<file path="src/rtl/delay_assign_sched.sv">
// rtl/delay_assign_sched.sv - timed-write scheduler, serial (blocking) or concurrent (nonblocking) delays
module delay_assign_sched #(
  parameter int WIDTH  = 8,
  parameter int NUM_CH = 6,
  parameter int DLY_W  = 8,
  parameter int DEPTH  = 4
) (
  input  logic                       clk,
  input  logic                       rst,
  input  logic                       mode_i,
  input  logic                       req_valid_i,
  output logic                       req_ready_o,
  input  logic [$clog2(NUM_CH)-1:0]  req_ch_i,
  input  logic [WIDTH-1:0]           req_data_i,
  input  logic [DLY_W-1:0]           req_dly_i,
  output logic [NUM_CH*WIDTH-1:0]    q_o,
  output logic [NUM_CH-1:0]          upd_o,
  output logic [$clog2(DEPTH+1)-1:0] count_o,
  output logic                       busy_o,
  output logic                       err_o
);

  localparam int CH_W  = $clog2(NUM_CH);
  localparam int CNT_W = $clog2(DEPTH+1);
  localparam logic [CNT_W-1:0] DEPTH_C  = CNT_W'(DEPTH);
  localparam logic [CH_W:0]    NUM_CH_C = (CH_W+1)'(NUM_CH);

  logic [CH_W-1:0]  ch_q   [DEPTH];
  logic [WIDTH-1:0] data_q [DEPTH];
  logic [DLY_W-1:0] tmr_q  [DEPTH];
  logic [CH_W-1:0]  ch_n   [DEPTH];
  logic [WIDTH-1:0] data_n [DEPTH];
  logic [DLY_W-1:0] tmr_n  [DEPTH];

  logic                    mode_q;
  logic                    mode_eff;
  logic                    elig;
  logic                    ch_ok;
  logic                    accept;
  logic                    bad_req;
  logic [NUM_CH*WIDTH-1:0] q_n;
  logic [NUM_CH-1:0]       upd_n;
  logic [CNT_W-1:0]        wr;

  assign req_ready_o = (count_o < DEPTH_C);
  assign busy_o      = (count_o != '0);

  always_comb begin
    mode_eff = (count_o == '0) ? mode_i : mode_q;
    ch_ok    = ({1'b0, req_ch_i} < NUM_CH_C);
    accept   = req_valid_i && req_ready_o && ch_ok;
    bad_req  = req_valid_i && req_ready_o && !ch_ok;
    q_n      = q_o;
    upd_n    = '0;
    wr       = '0;
    elig     = 1'b0;
    for (int j = 0; j < DEPTH; j++) begin
      ch_n[j]   = '0;
      data_n[j] = '0;
      tmr_n[j]  = '0;
    end
    // Walk slots oldest first: later (younger) fires overwrite earlier ones on a shared channel.
    for (int i = 0; i < DEPTH; i++) begin
      if (CNT_W'(i) < count_o) begin
        elig = mode_eff || (i == 0);
        if (elig && (tmr_q[i] == '0)) begin
          for (int k = 0; k < NUM_CH; k++) begin
            if (ch_q[i] == CH_W'(k)) begin
              q_n[k*WIDTH +: WIDTH] = data_q[i];
              upd_n[k]              = 1'b1;
            end
          end
        end else begin
          for (int j = 0; j < DEPTH; j++) begin
            if (wr == CNT_W'(j)) begin
              ch_n[j]   = ch_q[i];
              data_n[j] = data_q[i];
              tmr_n[j]  = elig ? (tmr_q[i] - DLY_W'(1)) : tmr_q[i];
            end
          end
          wr = wr + CNT_W'(1);
        end
      end
    end
    if (accept) begin
      for (int j = 0; j < DEPTH; j++) begin
        if (wr == CNT_W'(j)) begin
          ch_n[j]   = req_ch_i;
          data_n[j] = req_data_i;
          tmr_n[j]  = req_dly_i;
        end
      end
      wr = wr + CNT_W'(1);
    end
  end

  always_ff @(posedge clk or posedge rst) begin
    if (rst) begin
      mode_q  <= 1'b0;
      q_o     <= '0;
      upd_o   <= '0;
      count_o <= '0;
      err_o   <= 1'b0;
      for (int j = 0; j < DEPTH; j++) begin
        ch_q[j]   <= '0;
        data_q[j] <= '0;
        tmr_q[j]  <= '0;
      end
    end else begin
      mode_q  <= mode_eff;
      q_o     <= q_n;
      upd_o   <= upd_n;
      count_o <= wr;
      err_o   <= err_o | bad_req;
      for (int j = 0; j < DEPTH; j++) begin
        ch_q[j]   <= ch_n[j];
        data_q[j] <= data_n[j];
        tmr_q[j]  <= tmr_n[j];
      end
    end
  end

endmodule

</file>
<file path="config.mk">
export PLATFORM = sky130hd
export DESIGN_NAME = delay_assign_sched
export DESIGN_NICKNAME = d
export VERILOG_FILES = /design/src/rtl/delay_assign_sched.sv
export SDC_FILE = /design/constraint.sdc
export NUM_CORES = 1
export LEC_CHECK = 0
export ABC_AREA = 1
export BUFFER_PORTS_ARGS = -buffer_cell sky130_fd_sc_hd__buf_2
export CORE_MARGIN = 2
export CORE_UTILIZATION = 39
export DETAILED_ROUTE_END_ITERATION = 16
export PLACE_DENSITY = 0.61
export SYNTH_ARGS = -nofsm -noshare
export SYNTH_HDL_FRONTEND = slang
export SYNTH_SLANG_ARGS = --single-unit
</file>
<file path="constraint.sdc">
create_clock -name clk -period 5.34 [get_ports clk]
set_input_delay 1.068 -clock clk [delete_from_list [all_inputs] [get_ports clk]]
set_output_delay 1.068 -clock clk [all_outputs]
set_load 0.02 [all_outputs]
</file>
# ---- Yosys cells after proc, flatten, opt, wreduce, memory -nomap -nowiden
# Index checks and enable logic that the tools add are counted.
dict set report word_totals {
  wordCells 237
  reg_bits 135
}
dict set report op_classes {
  bitwise 1
  magnitude_cmp 6
  n_mux 152
  addsub 8
  reduce_logical 21
  n_eq_ne 32
}
# operator count
set op_table {}
lappend op_table {{$mux W8} 63}
lappend op_table {{$mux W32} 14}
lappend op_table {{$mux W48} 8}
lappend op_table {{$mux W12} 7}
lappend op_table {{$mux W3} 25}
lappend op_table {{$eq A3 B2 Y1 const B} 16}
lappend op_table {{$mux W6} 8}
lappend op_table {{$logic_not A8 Y1} 4}
lappend op_table {{$sub A8 B1 Y8 const B} 4}
lappend op_table {{$logic_not A3 Y1} 9}
lappend op_table {{$mux W1} 27}
lappend op_table {{$eq A3 B1 Y1 const B} 8}
lappend op_table {{$eq A3 B3 Y1 const B} 8}
lappend op_table {{$add A3 B1 Y3 const B} 4}
lappend op_table {{$logic_and A1 B1 Y1} 6}
lappend op_table {{$lt A1 B3 Y1 const A} 2}
lappend op_table {{$lt A2 B3 Y1 const A} 2}
lappend op_table {{$lt A3 B3 Y1 const B} 2}
lappend op_table {{$reduce_bool A3 Y1} 1}
lappend op_table {{$logic_not A1 Y1} 1}
lappend op_table {{$or A1 B1 Y1} 1}

# ---- Depth between registers and ports, before layout
dict set report logic_depth {
  ltp_word 15
  ltp_mapped 28
  depth_no_buf 26
}

# ---- Worst setup path before layout
# No wires, ideal clock.
dict set report synth_path {
  path_type {input to register}
  startpoint {in mode_i}
  endpoint {reg ch_q[1] in the netlist's numbering}
  path_slack_ns 0.233
  setup_time_ns 0.117
  t_required_ns 5.223
  cell_stages 22
  t_arrival_ns 4.990
  cell_sequence {nand3_2 nand2_4 nand2_2 buf_1 ha_1 or2_2 o21ai_1 inv_1 ha_1 inv_1 o21ai_0 inv_1 ha_1 o21ai_0 inv_1 ha_1 ha_1 nand2_1 clkbuf_1 o21ai_1 nor2_1 nor2_1}
}
# item line_no
set synth_lines {}
lappend synth_lines {{start, declared} 10} ;# input logic mode_i,
lappend synth_lines {{end signal, assigned by index} 116} ;# ch_q[j] <= ch_n[j];
lappend synth_lines {{end, declared} 28} ;# logic [CH_W-1:0] ch_q [DEPTH];

==> flow_summary_export.csv <==
group,metric,value,unit
cts,cts-root-buf,"clkbuf_16",
cells_and_area,fin_nets,1719,
worst_hold_path,hold_path_depth,1,
worst_setup_path,r2r_slack,0.40,ns
synth,ys_seq_area_share,33.0,%
synth,yosys.area_share.simple,42.9,%
power_and_ir_drop,total_power,7.41,mW
place,hpwl,28.2,mm
floorplanning,dieArea,27600,sq um
synth,synth_xor_area_share,1.80,%
floorplanning,die_w,166,um
worst_setup_path,crit_fanout,37,
synth,synth_compound_area_share,10.1,%
sta,fin_crit_sh,92.5,%
power_and_ir_drop,peakVddDrop,266,uV
floorplanning,design.core.area,25900,sq um
cts,path_clk_slew,0.07,ns
sta,holdWs,0.479,ns
place,place_area,10900,sq um
cells_and_area,diodes,0,
cells_and_area,area_delta_synth_final,11.8,%
cells_and_area,fin_util,44.2,%
place,place.gp.congestion,0.978,
synth,synth_area_per_cell,6.32,sq um
cts,cts_made_buffers,17,
worst_setup_path,critPathKind,"register to register",
worst_hold_path,hp-class,"register to register",
route,drtIter0Drc,1561,
synth,synth_top_area_share,33.0,%
synth,synth-seq-cells,135,
run,cap_violations,0,
cts,clock_sinks,135,
route,antenna_left,0,
floorplanning,ios,83,
synth,netlist_area,10200,sq um
sta,hold_viol,0,
sta,setup_viol_count_final,0,
floorplanning,die_y,166,um
global_routing,antenna_found_initial,0,
sta,tightestPinTransition,1.19,ns
cts,clkLatencyLatePin,0.44,ns
synth,syn-num-nets,1661,
place,dp_worst_setup_slack,0.114,ns
global_routing,grt_use_total,28.4,%
sta,rsz0062_at_grt,"no",
global_routing,grt_overflow,0,
worst_setup_path,cp.required,5.68,ns
sta,min_period,4.94,ns
cts,cts_max_level,4,
global_routing,grt_pass1_vias,10100,
cts,cts_tree,"yes",
sta,skew,0.0165,ns
power_and_ir_drop,powerDensity,647,nW/um^2
cts,cts_buffer_depth,2,
global_routing,grt_max_degree,100,
global_routing,grt_pass1_wl,60.3,mm
sta,maxSlewViolCount,0,
power_and_ir_drop,p_leak,6.03,nW
route,wire_per_inst,19.5,um
route,dr_total_vias,11000,
floorplanning,start_util,39.5,%
worst_setup_path,r2r_cells,25,
sta,finalSetupTns,0,ns
synth,synth_cell_types,40,
route,drc,0,
synth,yosys.area_share.adder,2.32,%
synth,yosys.area.top_type,"dfrtp_1",
route,drt_wl_total,39.5,mm
synth,synth_top_family_by_area,"simple AND/OR/NAND/NOR gates",
sta,worst_slack,0.398,ns
floorplanning,rows,59,
synth,synth_area_leaders,"dfrtp_1, nand2_1, nor2_1",
worst_hold_path,worstHoldStart,"err_o",
place,place_inst,1993,
worst_hold_path,holdPathEnd,"err_o",
synth,yosysWarnings,0,
cells_and_area,layout-drive-gt1-share,11.3,%
route,post_drt_via_cell_ratio,5.45,
sta,fmax,202,MHz
place,port_buffers,82,
cells_and_area,final_cell_count_no_fill,2025,
worst_setup_path,critPathCaptureType,"register",
synth,synthMuxAreaShare,0,%
worst_setup_path,startpoint_type,"register",
cells_and_area,final_area,11400,sq um
worst_setup_path,startpoint,"tmr_q[24]",
worst_setup_path,reg2reg_from,"tmr_q[24]",
worst_setup_path,cp.arrival,5.29,ns
synth,syn_inst,1619,
worst_setup_path,reg2reg_to,"tmr_q[5]",
sta,relSlewSlack,20.1,%
route,dr.pass1.iters,6,
status,outcome,"complete, no violations",
[layer usage]
metal,GRT usage [%],routed length (um)
met1,40.8,17200
met2,40.0,16000
met3,8.27,4720
met4,11.3,1600
met5,0,0
[worst max-delay path, cell delays in order, from the launching register on]
cell	delay (ns)
dfrtp_1	0.36
inv_1	0.06
ha_1	0.23
nand2_1	0.15
nor2_4	0.06
nor2_4	0.35
ha_1	0.30
or2_2	0.29
o21ai_1	0.15
inv_1	0.13
ha_1	0.29
inv_1	0.03
o21ai_0	0.42
inv_1	0.14
ha_1	0.32
o21ai_1	0.28
inv_1	0.11
ha_1	0.22
ha_1	0.19
nand2_1	0.06
buf_4	0.33
inv_1	0.10
a21oi_1	0.12
nand2_1	0.06
nand2_1	0.06
inv_1	0.03
[worst max-delay path by stage]
stage / endpoint / slack (ns)
global placement: tmr_q[5] / 0.23
detailed placement: tmr_q[5] / 0.11
global route: tmr_q[4] / 0.04
CTS: tmr_q[5] / 0.12
floorplan: ch_q[1] / 0.23
finish: tmr_q[5] / 0.40
[power by group]
group | internal [mW] | switching, mW | total (mW)
logic | 1.24 | 3.02 | 4.25
registers | 1.41 | 0.531 | 1.94
clock network | 0.706 | 0.511 | 1.22
total | 3.35 | 4.06 | 7.41
[cell usage in the layout (no fill, tap or decap), drive strengths merged, types with 19 or more instances in the layout]
master and n:
nand2 513, nor2 292, inv 180, nand3 149
dfrtp 135, a21oi 114, buf 96, o21ai 51
nand4 33, o211ai 21, ha 19, clkbuf 19
nor3 19
[cell usage after synthesis, drive strengths merged]
library cell,instances
a21oi,114
and2,1
buf,43
clkbuf,14
clkinv,5
dfrtp,135
ha,19
inv,176
nand2,513
nand3,149
nand3b,2
nand4,33
nor2,292
nor3,19
nor3b,1
o211ai,21
o21ai,51
o21bai,1
o311ai,2
or2,7
xnor2,3
xor2,18
[kinds of logic after synthesis]
| group | after synthesis |
|---|---|
| AND/OR/NAND/NOR | 1017 |
| flip-flops | 135 |
| buffers and inverters | 238 |
| AO/OA/AOI/OAI | 189 |
| XOR/XNOR | 21 |
| adder cells (fa/ha/maj) | 19 |
[flip-flops by register name (all words and copies together), names as in the netlist]
register / count
q_o: 48
count_o: 3
data_q: 32
upd_o: 6
err_o: 1
ch_q: 12
mode_q: 1
tmr_q: 32
[cell type report]
type / count / area, sq um
Clock buffer: 19 / 443
Clock inverter: 13 / 144
Fill cell: 2731 / 14500
Inverter: 181 / 684
Multi-Input combinational cell: 1246 / 5850
Sequential cell: 135 / 3380
Tap cell: 335 / 419
Timing Repair Buffer: 96 / 528
[repair_timing]
| action | 4_1_cts | 5_1_grt |
|---|---|---|
| hold buffers | 0 | 0 |
| setup endpoints to repair | 0 | 65 |
| buffers inserted | 0 | 0 |
| resized for setup | 0 | 2 |
No activity file was read; power rests on OpenSTA's default activity.
